### config.mk
export PLATFORM = sky130hd
export DESIGN_NAME = ram_req_responder
export DESIGN_NICKNAME = d
export VERILOG_FILES = /design/src/rtl/ram_rsp_pkg.sv /design/src/rtl/rsp_fifo2.sv /design/src/rtl/ram_req_responder.sv
export SDC_FILE = /design/constraint.sdc
export NUM_CORES = 1
export LEC_CHECK = 0
export CORE_MARGIN = 3
export CORE_UTILIZATION = 45
export CTS_BUF_LIST = sky130_fd_sc_hd__clkbuf_8
export DETAILED_ROUTE_END_ITERATION = 12
export DONT_BUFFER_PORTS = 1
export PLACE_DENSITY_LB_ADDON = 0.05
export REMOVE_ABC_BUFFERS = 1
export SLEW_MARGIN = 20
export SYNTH_ARGS = -nofsm -noshare
export SYNTH_HDL_FRONTEND = slang
export SYNTH_SLANG_ARGS = --single-unit
### constraint.sdc
create_clock -name clk -period 4.5 [get_ports clk]
set_input_delay 0.45 -clock clk [delete_from_list [all_inputs] [get_ports clk]]
set_output_delay 0.45 -clock clk [all_outputs]
set_load 0.02 [all_outputs]
### src/rtl/ram_rsp_pkg.sv
`default_nettype none
// ============================================================================
// Module      : ram_rsp_pkg
// Description : Shared widths, response record and response-buffer depth
//               for the ram_req_responder memory responder.
//               AW/DW here fix the width of rsp_t; the top-level AW/DW
//               parameters must be left equal to these values.
// Revision    : 1.0 - initial release
// ============================================================================
package ram_rsp_pkg;

   localparam int AW        = 4;   // address width
   localparam int DW        = 4;   // data width
   localparam int RSP_DEPTH = 2;   // response buffer entries

   // One response record: write flag and address echoed from the request,
   // plus the array contents seen before the access (read-first).
   typedef struct packed {
      logic          we;
      logic [AW-1:0] addr;
      logic [DW-1:0] rdata;
   } rsp_t;

endpackage : ram_rsp_pkg
`default_nettype wire

### src/rtl/rsp_fifo2.sv
`default_nettype none
// ============================================================================
// Module      : rsp_fifo2
// Description : Two-entry synchronous first-word-fall-through FIFO of rsp_t.
//               head always shows the oldest entry while count != 0.
// Ports       : clk        - clock
//               rst_n      - asynchronous active-low reset (pointers, count)
//               push       - write push_data at posedge
//               push_data  - entry to store
//               pop        - drop the head entry at posedge
//               head       - oldest entry (valid while empty == 0)
//               count      - current occupancy, 0..2
//               empty/full - occupancy flags
// Revision    : 1.0 - initial release
// ============================================================================
module rsp_fifo2
   import ram_rsp_pkg::*;
(
   input  logic       clk,
   input  logic       rst_n,
   input  logic       push,
   input  rsp_t       push_data,
   input  logic       pop,
   output rsp_t       head,
   output logic [1:0] count,
   output logic       empty,
   output logic       full
);

   localparam logic [1:0] C_FULL_CNT = 2'(RSP_DEPTH);

   rsp_t       r_entry [RSP_DEPTH];
   logic       r_wptr;
   logic       r_rptr;
   logic [1:0] r_count;

   logic       w_do_pop;
   logic       w_do_push;

   // A push into a full FIFO is taken only when the head leaves on the
   // same edge; a pop of an empty FIFO is ignored.
   assign w_do_pop  = pop && (r_count != 2'd0);
   assign w_do_push = push && ((r_count != C_FULL_CNT) || w_do_pop);

   assign head  = r_entry[r_rptr];
   assign count = r_count;
   assign empty = (r_count == 2'd0);
   assign full  = (r_count == C_FULL_CNT);

   // Storage carries no reset: entries are only observed while count != 0.
   always_ff @(posedge clk) begin
      if (w_do_push) begin
         r_entry[r_wptr] <= push_data;
      end
   end

   always_ff @(posedge clk or negedge rst_n) begin
      if (!rst_n) begin
         r_wptr  <= 1'b0;
         r_rptr  <= 1'b0;
         r_count <= 2'd0;
      end else begin
         if (w_do_push) begin
            r_wptr <= r_wptr + 1'b1;
         end
         if (w_do_pop) begin
            r_rptr <= r_rptr + 1'b1;
         end
         case ({w_do_push, w_do_pop})
            2'b10:   r_count <= r_count + 2'd1;
            2'b01:   r_count <= r_count - 2'd1;
            default: r_count <= r_count;
         endcase
      end
   end

endmodule : rsp_fifo2
`default_nettype wire

### src/rtl/ram_req_responder.sv
`default_nettype none
// ============================================================================
// Module      : ram_req_responder
// Description : Valid/ready memory-request responder. Owns a read-first
//               RAM array, registers one read stage and backs it with a
//               two-entry response FIFO so downstream stalls never drop
//               or reorder responses. One request per cycle while
//               rsp_ready is held high.
// Ports       : clk        - clock, all logic on posedge
//               rst_n      - asynchronous active-low reset
//               req_valid  - request present
//               req_ready  - request accepted when req_valid && req_ready
//               req_we     - 1 = write, 0 = read
//               req_addr   - access address
//               req_wdata  - write data (ignored for reads)
//               rsp_valid  - response present
//               rsp_ready  - response consumed when rsp_valid && rsp_ready
//               rsp_we     - echo of req_we
//               rsp_addr   - echo of req_addr
//               rsp_rdata  - array contents before the access
// Revision    : 1.0 - initial release
// ============================================================================
module ram_req_responder #(
   parameter int AW = ram_rsp_pkg::AW,   // must match ram_rsp_pkg::AW
   parameter int DW = ram_rsp_pkg::DW    // must match ram_rsp_pkg::DW
) (
   input  logic          clk,
   input  logic          rst_n,
   input  logic          req_valid,
   output logic          req_ready,
   input  logic          req_we,
   input  logic [AW-1:0] req_addr,
   input  logic [DW-1:0] req_wdata,
   output logic          rsp_valid,
   input  logic          rsp_ready,
   output logic          rsp_we,
   output logic [AW-1:0] rsp_addr,
   output logic [DW-1:0] rsp_rdata
);

   import ram_rsp_pkg::*;

   localparam int         C_DEPTH   = 1 << AW;
   localparam logic [1:0] C_MAX_OUT = 2'(RSP_DEPTH);

   // Storage and read stage
   logic [DW-1:0] r_mem [C_DEPTH];
   rsp_t          r_stage;
   logic          r_inflight;

   // Response FIFO
   rsp_t          w_head;
   logic [1:0]    w_fifo_count;
   logic          w_fifo_empty;
   logic          w_fifo_full;
   logic          w_fifo_push;
   logic          w_fifo_pop;

   logic [1:0]    w_outstanding;
   logic          w_accept;
   logic          w_rsp_fire;
   rsp_t          w_rsp;

   // Outstanding work is held entirely in registers, so req_ready never
   // depends combinationally on rsp_ready.
   assign w_outstanding = {1'b0, r_inflight} + w_fifo_count;
   assign req_ready     = (w_outstanding < C_MAX_OUT);
   assign w_accept      = req_valid && req_ready;

   // The FIFO holds older responses than the read stage, so it has priority.
   assign rsp_valid  = !w_fifo_empty || r_inflight;
   assign w_rsp      = !w_fifo_empty ? w_head  :
                       r_inflight    ? r_stage : '0;
   assign rsp_we     = w_rsp.we;
   assign rsp_addr   = w_rsp.addr;
   assign rsp_rdata  = w_rsp.rdata;
   assign w_rsp_fire = rsp_valid && rsp_ready;

   assign w_fifo_pop  = w_rsp_fire && !w_fifo_empty;
   // The read stage is consumed directly only when it is the visible
   // response and the consumer takes it; otherwise it moves into the FIFO
   // so the stage is free for the next accepted request.
   assign w_fifo_push = r_inflight && !(w_fifo_empty && rsp_ready);

   // Array write: no reset, so contents survive rst_n.
   always_ff @(posedge clk) begin
      if (w_accept && req_we) begin
         r_mem[req_addr] <= req_wdata;
      end
   end

   // Read stage samples the array on the same edge as any write, which
   // yields the pre-write value.
   always_ff @(posedge clk or negedge rst_n) begin
      if (!rst_n) begin
         r_inflight <= 1'b0;
         r_stage    <= '0;
      end else begin
         r_inflight <= w_accept;
         if (w_accept) begin
            r_stage.we    <= req_we;
            r_stage.addr  <= req_addr;
            r_stage.rdata <= r_mem[req_addr];
         end
      end
   end

   rsp_fifo2 u_rsp_fifo (
      .clk       (clk),
      .rst_n     (rst_n),
      .push      (w_fifo_push),
      .push_data (r_stage),
      .pop       (w_fifo_pop),
      .head      (w_head),
      .count     (w_fifo_count),
      .empty     (w_fifo_empty),
      .full      (w_fifo_full)
   );

   // Fullness is implied by the outstanding limit and needs no action here.
   logic w_unused;
   assign w_unused = w_fifo_full;

endmodule : ram_req_responder
`default_nettype wire

=== Yosys cells after proc, flatten, opt, wreduce, memory -nomap -nowiden ===
Memory sizes are Yosys's and may differ from the RTL's. A register that Yosys moved wholly into a read port is not among the register bits.
Index checks and enable logic that the tools add are counted.

* Register bits: 10
* Memory bits (writable): 82
* Input port bits: 13
* Logic and storage cells: 40
* Memories: 2

{| class="wikitable"
|+ Memory list
! name !! words !! bits a word !! rd ports !! clocked after memory_dff !! write ports !! line !! source
|-
| r_mem || 16 || 4 || 1 || 1 || 1 || ram_req_responder.sv:47 || <nowiki>logic [DW-1:0] r_mem [C_DEPTH];</nowiki>
|-
| u_rsp_fifo.r_entry || 2 || 9 || 1 || 0 || 1 || rsp_fifo2.sv:32 || <nowiki>rsp_t r_entry [RSP_DEPTH];</nowiki>
|}

* Add/subtract/negate cells: 5
* Magnitude comparators: 1
* Equal/unequal tests: 3
* Mux-type cells: 7
* Reduce and logical (&&, ||, !) cells: 16

{| class="wikitable"
|+ Operators by type and width
! cell !! count
|-
| $mux 9 || 2
|-
| $logic_and 1x1->1 || 8
|-
| $mux 1 || 4
|-
| $pmux 2 s2 || 1
|-
| $reduce_bool 2->1 || 2
|-
| $logic_not 1->1 || 3
|-
| $add 1x1->1 const B || 2
|-
| $add 1x2->2 || 1
|-
| $add 2x1->2 const B || 1
|-
| $eq 2x1->1 const B || 1
|-
| $eq 2x2->1 const B || 1
|-
| $logic_not 2->1 || 1
|-
| $logic_or 1x1->1 || 2
|-
| $lt 2x2->1 const B || 1
|-
| $ne 2x2->1 const B || 1
|-
| $sub 2x1->2 const B || 1
|}

=== Depth between registers and ports, before layout ===
Gate-level depths: netlist (run 1).

* Depth in word-level cells: 10
* Depth in mapped cells: 6

=== Cells and area by module ===
A second synthesis (run 1) with hierarchy kept.

* Cell total of the unflattened synthesis: 237
* Area, all modules: 4035.1 µm²

{| class="wikitable"
|+ Modules (own cells, without submodules)
! module !! times used !! cells an instance !! area an instance (µm²)
|-
| ram_req_responder || 1 || 185 || 3168.0
|-
| rsp_fifo2 || 1 || 52 || 867.1
|}

=== Least setup slack after synthesis (run 1) ===
Ideal clock, no wire load.

* Path kind: register to register
* Start point: register r_inflight
* End point: memory r_mem[12][0] (enable)
* Arrival: 1501 ps
* Setup slack: 2622 ps
* Cell stages (with the launch flop): 7
* Buffers on the path: 3
* Period minus slack after synthesis: 1878 ps
* Path through: dfrtp_1 > buf_6 > a21bo_1 > buf_6 > nand4_4 > buf_2 > nor4_1

* Word-level cells in the longest chain between the ends: 6

{| class="wikitable"
|+ RTL lines
! item !! line !! source
|-
| from (decl) || ram_req_responder.sv:49 || <nowiki>logic r_inflight;</nowiki>
|-
| from (signal assigned) || ram_req_responder.sv:99 || <nowiki>r_inflight <= w_accept;</nowiki>
|-
| $add 1x2->2 || ram_req_responder.sv:66 || <nowiki>assign w_outstanding = {1'b0, r_inflight} + w_fifo_count;</nowiki>
|-
| $lt 2x2->1 || ram_req_responder.sv:67 || <nowiki>assign req_ready = (w_outstanding < C_MAX_OUT);</nowiki>
|-
| $logic_and 1x1->1 || ram_req_responder.sv:68 || <nowiki>assign w_accept = req_valid && req_ready;</nowiki>
|-
| $logic_and 1x1->1 || ram_req_responder.sv:87 || <nowiki>if (w_accept && req_we) begin</nowiki>
|-
| $mux 1 || ram_req_responder.sv:87 ||
|-
| $mux 1 (implied by the code) || ram_req_responder.sv:88 || <nowiki>r_mem[req_addr] <= req_wdata;</nowiki>
|-
| to (decl) || ram_req_responder.sv:47 ||
|}

Every way passes these cells.

=== Worst setup path after layout (run 1) ===
* Start point: register u_rsp_fifo.r_count[0], in the netlist u_rsp_fifo.count[0]
* End point: output port rsp_rdata[0]

* Word-level cells in the longest chain between the ends: 2

{| class="wikitable"
|+ RTL lines
! item !! line !! source
|-
| from (decl) || rsp_fifo2.sv:35 || <nowiki>logic [1:0] r_count;</nowiki>
|-
| from (signal assigned) || rsp_fifo2.sv:70 || <nowiki>2'b10: r_count <= r_count + 2'd1;</nowiki>
|-
| from (signal assigned) || rsp_fifo2.sv:71 || <nowiki>2'b01: r_count <= r_count - 2'd1;</nowiki>
|-
| from (signal assigned) || rsp_fifo2.sv:72 || <nowiki>default: r_count <= r_count;</nowiki>
|-
| $logic_not 2->1 || rsp_fifo2.sv:47 || <nowiki>assign empty = (r_count == 2'd0);</nowiki>
|-
| $mux 9 || ram_req_responder.sv:72 || <nowiki>assign w_rsp = !w_fifo_empty ? w_head :</nowiki>
|-
| to (decl) || ram_req_responder.sv:38 || <nowiki>output logic [DW-1:0] rsp_rdata</nowiki>
|}

Every way passes these cells.

==> out/metrics.csv, run 1 <==
metric;value;unit
cts_tree;built;
tns;0;ps
rows;33;
path_cells;nor2_1 > o21ai_0;
coreArea;8420;µm²
portBuffers;0;
grt_pass1_vias;2110;
clockBufferDepth;2;
cpMaxStageDelayCell;nor2_1;
drt-initial-drc-count;107;
power_frac_seq;54.3;%
grtUsageTotal;16.6;%
synth_cell_types;33;
synth-seq-cells;96;
detailed_place_hpwl;5.23;mm
clk_pin_slew;100;ps
post-cts-setup-buffers;0;
yosysMostFrequentCell;edfxtp_1;
synthTopCellsByCount;edfxtp_1, mux4_2, nor4_1;
intPower;1.56;mW
vias;1993;
worstHoldPathType;input port to register;
fp.dieW;100;µm
grt_pass1_wl;12.3;mm
root_buffer;clkbuf_8;
synth_edf_count;82;
drt_pass1_iterations;4;
timing.final.crit_share;58.5;%
status;finished, final reports clean;
die_h;100;µm
whs;182;ps
nFillCells;707;
grt_max_degree;22;
crit_family;simple AND/OR/NAND/NOR gates;
fin_skew;7.64;ps
maxCapViolations;0;
drv_slew;0;
crit_arrival;2180;ps
dp_cells;317;
ioPinCount;24;
fmax;0.380;GHz
cts_buffers;9;
initial_core_util;47.7;%
multiInputGateArea;1090;µm²
grt-ovfl-total;0;
cts_sinks;96;
insertion_delay;360;ps
synthTopCellsByArea;edfxtp_1, mux4_2, dfrtp_1, mux2i_1, nor4_1;
holdPathStages;0;
drive_gt1_share;19.7;%
leakagePower;1.38;nW
async_reset_ff_share;14.6;%
syn_area;4020;µm²
postSynthCellCount;228;
cp-end-kind;output pin;
ant_nets;0;
p_sw;728;µW
nets;237;
die-area;10100;µm²
r2r_setup_slack;1960;ps
rsz0062_at_grt;no;
yosysTopAreaCell;edfxtp_1;
power_switching_share;31.8;%
setup_viol;0;
wirelength;7.76;mm
critPathLaunchType;register;
viasPerCell;5.97;
reg2reg_depth;3;
relSlewSlack;34.6;%
yosysSeqAreaShare;70.0;%
critical_path_class;register to output pin;
tightest_slew;978;ps
routedWlPerCell;23.2;µm
n_antenna_cell;0;
synth_top_area_share;61.3;%
cts_resized;0;
pwr-share-clk;24.7;%
crit_buf_inv;0;
grt_antenna_before_repair;0;
syn_to_final_growth;5.92;%
peakVddDrop;0.000219;V
seq_area;2810;µm²
cpPeakStageDelay;800;ps
fin_cells;334;
path_max_fanout;18;
hold_viol_final;0;
drc_errors;0;
fin_crit;2630;ps
combPwrFrac;21.0;%
htree_levels;3;
place.gp.congestion;0.752;
power.density;537;nW/µm²
cp.required;4050;ps
syn_area_per_cell;17.6;µm²
cp.depth;2;
synth_ff_type;edfxtp_1;
yosys_warnings;0;
-- cells by family (layout without fill, tap and decap cells) --
family	Yosys count	count (layout)	share of synthesized area, %
compound gates	28	28	4.86
mux	34	34	14.0
flops	96	96	70.0
xor+xnor	3	3	0.654
simple gates	47	47	7.57
buf+inv	20	21	2.96
-- final timing paths --
check,start,endpoint
max,u_rsp_fifo.count[0],rsp_rdata[0]
min,req_wdata[3],r_mem[11][3]
max reg2reg,r_inflight,r_mem[3][0]
min reg2reg,u_rsp_fifo.r_wptr,u_rsp_fifo.r_wptr
max in group asynchronous,rst_n,r_stage[1]
min in group asynchronous,rst_n,u_rsp_fifo.r_wptr
-- repair_timing --
item / CTS / global route
hold buffers: 1 / 0
endpoints found under the setup margin: 0 / 0
hold endpoints to repair: 14 / 0
-- state kept, by name, indices dropped and copies added (netlist names) --
register	count
u_rsp_fifo.r_rptr	1
u_rsp_fifo.r_entry	18
r_mem	64
u_rsp_fifo.r_wptr	1
r_stage	9
r_inflight	1
u_rsp_fifo.count	2
-- placed cells by master (no fill, tap or decap), types with 9 or more instances in the layout --
cell      instances
nand3_1           9
mux2i_1          14
clkbuf_8          9
dfrtp_1          14
nor4_1           16
edfxtp_1         82
o21ai_0          12
mux4_2           16
-- power groups by stage --
stage / Clock (mW) / Sequential (mW) / Combinational, mW
4_1_cts: 0.579 / 1.24 / 0.490
3_3_place_gp: 0 / 1.25 / 0.476
6_report: 0.565 / 1.24 / 0.480
3_5_place_dp: 0 / 1.26 / 0.485
2_1_floorplan: 0 / 1.22 / 0.413
5_1_grt: 0.617 / 1.26 / 0.525
-- through the flow --
stage	utilization, %	power, mW	cell area [µm²]	worst slack [ps]
CTS	50.5	2.31	4260	1810
global route	50.5	2.40	4260	1650
detailed placement	48.0	1.75	4050	1910
finish	50.5	2.29	4260	1870
global placement	48.0	1.73	4050	2120
floorplan	-	1.64	3910	2480
-- cell type report --
type                            instances  area share [%]
Sequential cell                        96            66.1
Multi-Input combinational cell        112            25.5
Clock buffer                            9            2.91
Tap cell                              105            3.09
Inverter                                4           0.353
Clock inverter                          7            1.79
Timing Repair Buffer                    1           0.235
-- per-layer routing --
layer	routed length (µm)	global-route usage, %
met3	345	3.53
met5	0	0
met1	3450	22.2
met4	126	6.22
met2	3830	27.0
Note: power is estimated with default switching activity, not from simulation.
==> run 2, diff against run 1 <==
- clock period: 4.5 -> 2.25 ns (I/O delays scaled with it)
==> out/metrics.csv, run 2 (synthesis results as in run 1) <==
metric;value;unit;change
drive_gt1_share;27.2;%;+7.5 points
fin_crit;2080;ps;
relSlewSlack;53.1;%;+19 points
cts_sinks;96;;unchanged
status;finished, final reports clean;;
r2r_start;u_rsp_fifo.count[1];;
maxCapViolations;0;;unchanged
power.density;1090;nW/µm²;+100%
grt_pass1_wl;12.9;mm;+4.8%
critPathLaunchType;register;;
wl_met1;3.33;mm;-3.4%
path_cells;a21bo_1 > nand4_4 > nor4_1 > buf_4;;
min-delay-start;req_addr[1];;
insertion_delay;370;ps;about the same
grt_pass1_vias;2256;;+6.9%
cpMaxStageDelayCell;dfrtp_1;;
top_layer_used;met4;;
cp-end-kind;register;;
ant_nets;0;;unchanged
mostFrequentLayoutCells;edfxtp_1, buf_4, nor4_1, mux4_2;;
largest_reg_flops;64;;unchanged
cts_resized;0;;unchanged
tns;0;ps;unchanged
die_h;100;µm;unchanged
drv_slew;0;;unchanged
whs;18.3;ps;-164 ps
root_buffer;clkbuf_8;;
crit_buf_inv;1;;+1
largest_register;r_mem;;
place_ws;189;ps;-1720 ps
met3_length;409;µm;+19%
r2r_setup_slack;170;ps;-1790 ps
grt-ovfl-total;0;;unchanged
fmax;0.481;GHz;
cp.required;2330;ps;-1720 ps
crit_family;simple AND/OR/NAND/NOR gates;;
drc_errors;0;;unchanged
path_max_fanout;17;;-1
layout_setup_ws;171;ps;-1700 ps
coreArea;8420;µm²;unchanged
grt_max_degree;22;;unchanged
rows;33;;unchanged
drt-initial-drc-count;113;;+5.6%
wl_met2;4.13;mm;+7.6%
leakagePower;1.58;nW;+15%
die-area;10100;µm²;unchanged
worstHoldPathType;input port to register;;
whs_endpoint;r_stage[5];;
htree_levels;3;;unchanged
rr_endpoint;r_mem[7][0];;
fin_util;54.4;%;+3.8 points
grt_antenna_before_repair;0;;unchanged
critical_path_class;register to register;;
reg.largest.list;r_mem: 64 flops, u_rsp_fifo.r_entry: 18 flops, r_stage: 9 flops;;
fp.dieW;100;µm;unchanged
vias;2108;;+5.8%
clk_pin_slew;90;ps;about the same
viasPerCell;5.70;;-4.5%
timing.final.crit_share;92.4;%;
holdPathStages;1;;+1
detailed_place_hpwl;5.18;mm;-1.0%
hold_viol_final;0;;unchanged
cpPeakStageDelay;490;ps;-310 ps
initial_core_util;47.7;%;unchanged
wirelength;8.03;mm;+3.5%
nFillCells;698;;-1.3%
setup_viol;0;;unchanged
fin_skew;13.9;ps;+6.21 ps
drt_pass1_iterations;4;;unchanged
portBuffers;0;;unchanged
place.gp.congestion;0.771;;+2.5%
nets;273;;+15%
routedWlPerCell;21.7;µm;-6.5%
clockBufferDepth;2;;unchanged
rsz0062_at_grt;no;;
cts_tree;built;;
syn_to_final_growth;14.0;%;
tightest_slew;701;ps;-277 ps
holdBufCountCts;7;;+6
crit_arrival;2160;ps;-20 ps
post-cts-setup-buffers;0;;unchanged
grtUsageTotal;17.5;%;+0.86 points
cts_buffers;9;;unchanged
peakVddDrop;0.000460;V;+110%
n_antenna_cell;0;;unchanged
reg2reg_depth;4;;+1
ioPinCount;24;;unchanged
layout.cells.most_common;edfxtp_1;;
run 2: cell count changes in the layout (fill, tap and decap cells not counted), sizes merged:
cell,change
buf,+29
bufinv,+2
clkinv,-1
dlygate4sd3,+7
inv,-1
run 2: metal layers:
layer / GRT usage, % / up-vias
li1: - / 983
met1: 21.9 / 1064
met2: 28.8 / 46
met3: 4.50 / 15
met4: 7.77 / 0
met5: 0 / -
run 2: how the worst max path moves through the flow:
| stage | slack, ps | from | end | cells past startpoint |
|---|---|---|---|---|
| final | 170 | u_rsp_fifo.count[1] | r_mem[7][0] | 4 |
| after global routing | 20 | u_rsp_fifo.count[0] | r_mem[15][1] | 4 |
| after CTS | 150 | u_rsp_fifo.count[1] | r_mem[7][3] | 4 |
| after detailed placement | 190 | u_rsp_fifo.count[1] | r_mem[7][2] | 4 |
| after global placement | 280 | u_rsp_fifo.count[1] | r_mem[11][0] | 4 |
| after floorplan | 230 | r_inflight | r_mem[0][0] | 3 |
run 2: final cells by class:
class / instances / area (µm²) / share of cell area (%)
timing repair buffer: 37 / 298 / 6.50
inverter: 4 / 15.0 / 0.328
multi-input combinational: 112 / 1090 / 23.7
tap: 105 / 131 / 2.87
clock buffer: 9 / 124 / 2.70
sequential: 96 / 2810 / 61.4
clock inverter: 7 / 113 / 2.46
run 2: metrics by stage:
step,power [mW],std cells,area [µm²]
after floorplan,3.27,212,3910
after global placement,3.67,346,4260
after detailed placement,3.71,346,4260
after CTS,5.05,369,4570
after global routing,5.27,370,4580
final,5.00,370,4580
run 2: report_power, final:
| part | total (mW) | switching (mW) | internal, mW | leakage, nW |
|---|---|---|---|---|
| sequential | 2.44 | 0.212 | 2.23 | 0.904 |
| clock | 1.31 | 0.582 | 0.730 | 0.118 |
| combinational | 1.25 | 0.687 | 0.565 | 0.561 |
| total | 5.00 | 1.48 | 3.52 | 1.58 |
==> run 3, diff against run 2 <==
- CELL_PAD_IN_SITES_DETAIL_PLACEMENT: not set -> 1
- CELL_PAD_IN_SITES_GLOBAL_PLACEMENT: not set -> 2
- CTS_BUF_LIST: sky130_fd_sc_hd__clkbuf_8 -> sky130_fd_sc_hd__clkbuf_4
- CTS_CLUSTER_SIZE: not set -> 20
==> out/metrics.csv, run 3 (synthesis results as in run 1) <==
metric;value;unit;change
critPathLaunchType;register;;
grt-ovfl-total;0;;unchanged
r2r_start;u_rsp_fifo.count[1];;
n_antenna_cell;0;;unchanged
drt-initial-drc-count;126;;+12%
reg.largest.list;r_mem: 64 flops, u_rsp_fifo.r_entry: 18 flops, r_stage: 9 flops;;
ant_nets;0;;unchanged
fin_skew;18.6;ps;+4.73 ps
htree_levels;3;;unchanged
r2r_setup_slack;120;ps;-50 ps
ioPinCount;24;;unchanged
largest_reg_flops;64;;unchanged
largest_register;r_mem;;
timing.final.crit_share;94.8;%;+2.4 points
fin_crit;2130;ps;+54.3 ps
cpPeakStageDelay;510;ps;+20 ps
detailed_place_hpwl;5.62;mm;+8.7%
grt_pass1_vias;2325;;+3.1%
power.density;1040;nW/µm²;-4.5%
cts_buffers;9;;unchanged
critical_path_class;register to register;;
mostFrequentLayoutCells;edfxtp_1, buf_4, mux4_2, nor4_1;;
power_switching_share;30.8;%;+1.3 points
status;finished, final reports clean;;
intPower;3.28;mW;-7.0%
holdPathStages;1;;unchanged
die-area;10100;µm²;unchanged
rsz0062_at_grt;yes;;
fmax;0.469;GHz;-2.5%
seq_area;2810;µm²;unchanged
nets;277;;+1.5%
grt_pass1_wl;13.5;mm;+4.8%
leakagePower;1.57;nW;-0.76%
hold_viol_final;0;;unchanged
fin_area;4540;µm²;-0.79%
layout.cells.most_common;edfxtp_1;;
clockBufferDepth;2;;unchanged
cp.required;2410;ps;+80 ps
worstHoldPathType;input port to register;;
pwr-share-clk;21.2;%;-5.0 points
vias;2119;;+0.52%
drv_slew;0;;unchanged
startpoint;u_rsp_fifo.count[1];;
fp.dieW;100;µm;unchanged
drc_errors;0;;unchanged
portBuffers;0;;unchanged
tns;0;ps;unchanged
path_cells;a21bo_1 > nand4_4 > nor4_1 > buf_4;;
power_frac_seq;51.4;%;+2.6 points
setup_viol;0;;unchanged
root_buffer;clkbuf_4;;
cp-end-kind;register;;
whs_endpoint;r_inflight;;
nFillCells;808;;+16%
initial_core_util;47.7;%;unchanged
coreArea;8420;µm²;unchanged
cts_tree;built;;
routedWlPerCell;22.3;µm;+2.6%
drt_pass1_iterations;4;;unchanged
multiInputGateArea;1090;µm²;+0.58%
grt_antenna_before_repair;0;;unchanged
rows;33;;unchanged
relSlewSlack;51.9;%;-1.2 points
finalPower;4.74;mW;-5.3%
cts_sinks;96;;unchanged
peakVddDrop;0.000346;V;-25%
dpl_cell_area;4270;µm²;+0.18%
min-delay-start;req_valid;;
cpMaxStageDelayCell;dfrtp_1;;
die_h;100;µm;unchanged
drive_gt1_share;27.9;%;+0.71 points
viasPerCell;5.67;;-0.55%
clk_pin_slew;140;ps;+50 ps
syn_to_final_growth;13.1;%;
grtUsageTotal;17.9;%;+0.39 points
maxCapViolations;0;;unchanged
place.gp.congestion;0.760;;-1.4%
wirelength;8.34;mm;+3.8%
tightest_slew;720;ps;+18.5 ps
grt_max_degree;22;;unchanged
path_max_fanout;17;;unchanged
combPwrFrac;27.4;%;+2.4 points
insertion_delay;420;ps;+50 ps
rr_endpoint;r_mem[11][1];;
reg2reg_depth;4;;unchanged
crit_arrival;2290;ps;+130 ps
p_sw;1.46;mW;-1.2%
## run 3: repair_timing
| item | in CTS | in global routing |
|---|---|---|
| endpoints found under the hold margin | 83 | 1 |
| setup endpoints to repair | 0 | 11 |
| hold buffers | 10 | 1 |
| resized for setup | 0 | 1 |
| setup buffers | 0 | 0 |
## run 3: worst max-delay path: cells and delay by family (launching register included)
family	cells	cell delay (ps)
compound gates	1	410
buf+inv	1	210
flops	1	510
simple gates	2	740
## run 3: per-layer routing
metal | vias up | part of all wire (%) | track usage [%]
li1 | 992 | - | -
met1 | 1084 | 44 | 24.5
met2 | 34 | 52 | 29.4
met3 | 9 | 3.1 | 3.46
met4 | 0 | 1.1 | 5.28
met5 | - | 0 | 0
## run 3: layout make-up
cell class	count	area share [%]
sequential	96	61.9
multi-input combinational	112	24.0
timing repair buffer	41	7.38
tap	105	2.89
clock buffer	11	1.82
clock inverter	5	1.62
inverter	4	0.330
## run 3: stage by stage
| step | cells | hold WS (ps) | utilization, % | setup slack (ps) |
|---|---|---|---|---|
| floorplan | 212 | -70.6 | - | 233 |
| global placement | 347 | -70.2 | 50.7 | 206 |
| detailed placement | 347 | -70.1 | 50.7 | 135 |
| CTS | 373 | 9.89 | 53.7 | 135 |
| global route | 374 | 3.99 | 53.9 | -13.3 |
| finish | 374 | 43.8 | 53.9 | 117 |
## run 3: how the worst max path moves through the flow
stage | end | slack, ps | depth (start not counted)
finish | r_mem[11][1] | 120 | 4
global route | r_mem[3][1] | -10 | 4
CTS | r_mem[15][0] | 140 | 4
detailed placement | r_mem[15][0] | 140 | 4
global placement | r_mem[15][0] | 210 | 4
floorplan | r_mem[0][0] | 230 | 3
## run 3: power by group through the flow
stage	clock network (mW)	registers, mW	logic, mW
2_1_floorplan	0	2.45	0.825
3_3_place_gp	0	2.45	1.24
3_5_place_dp	0	2.49	1.28
4_1_cts	1.04	2.44	1.32
5_1_grt	1.12	2.48	1.42
6_report	1.01	2.44	1.30
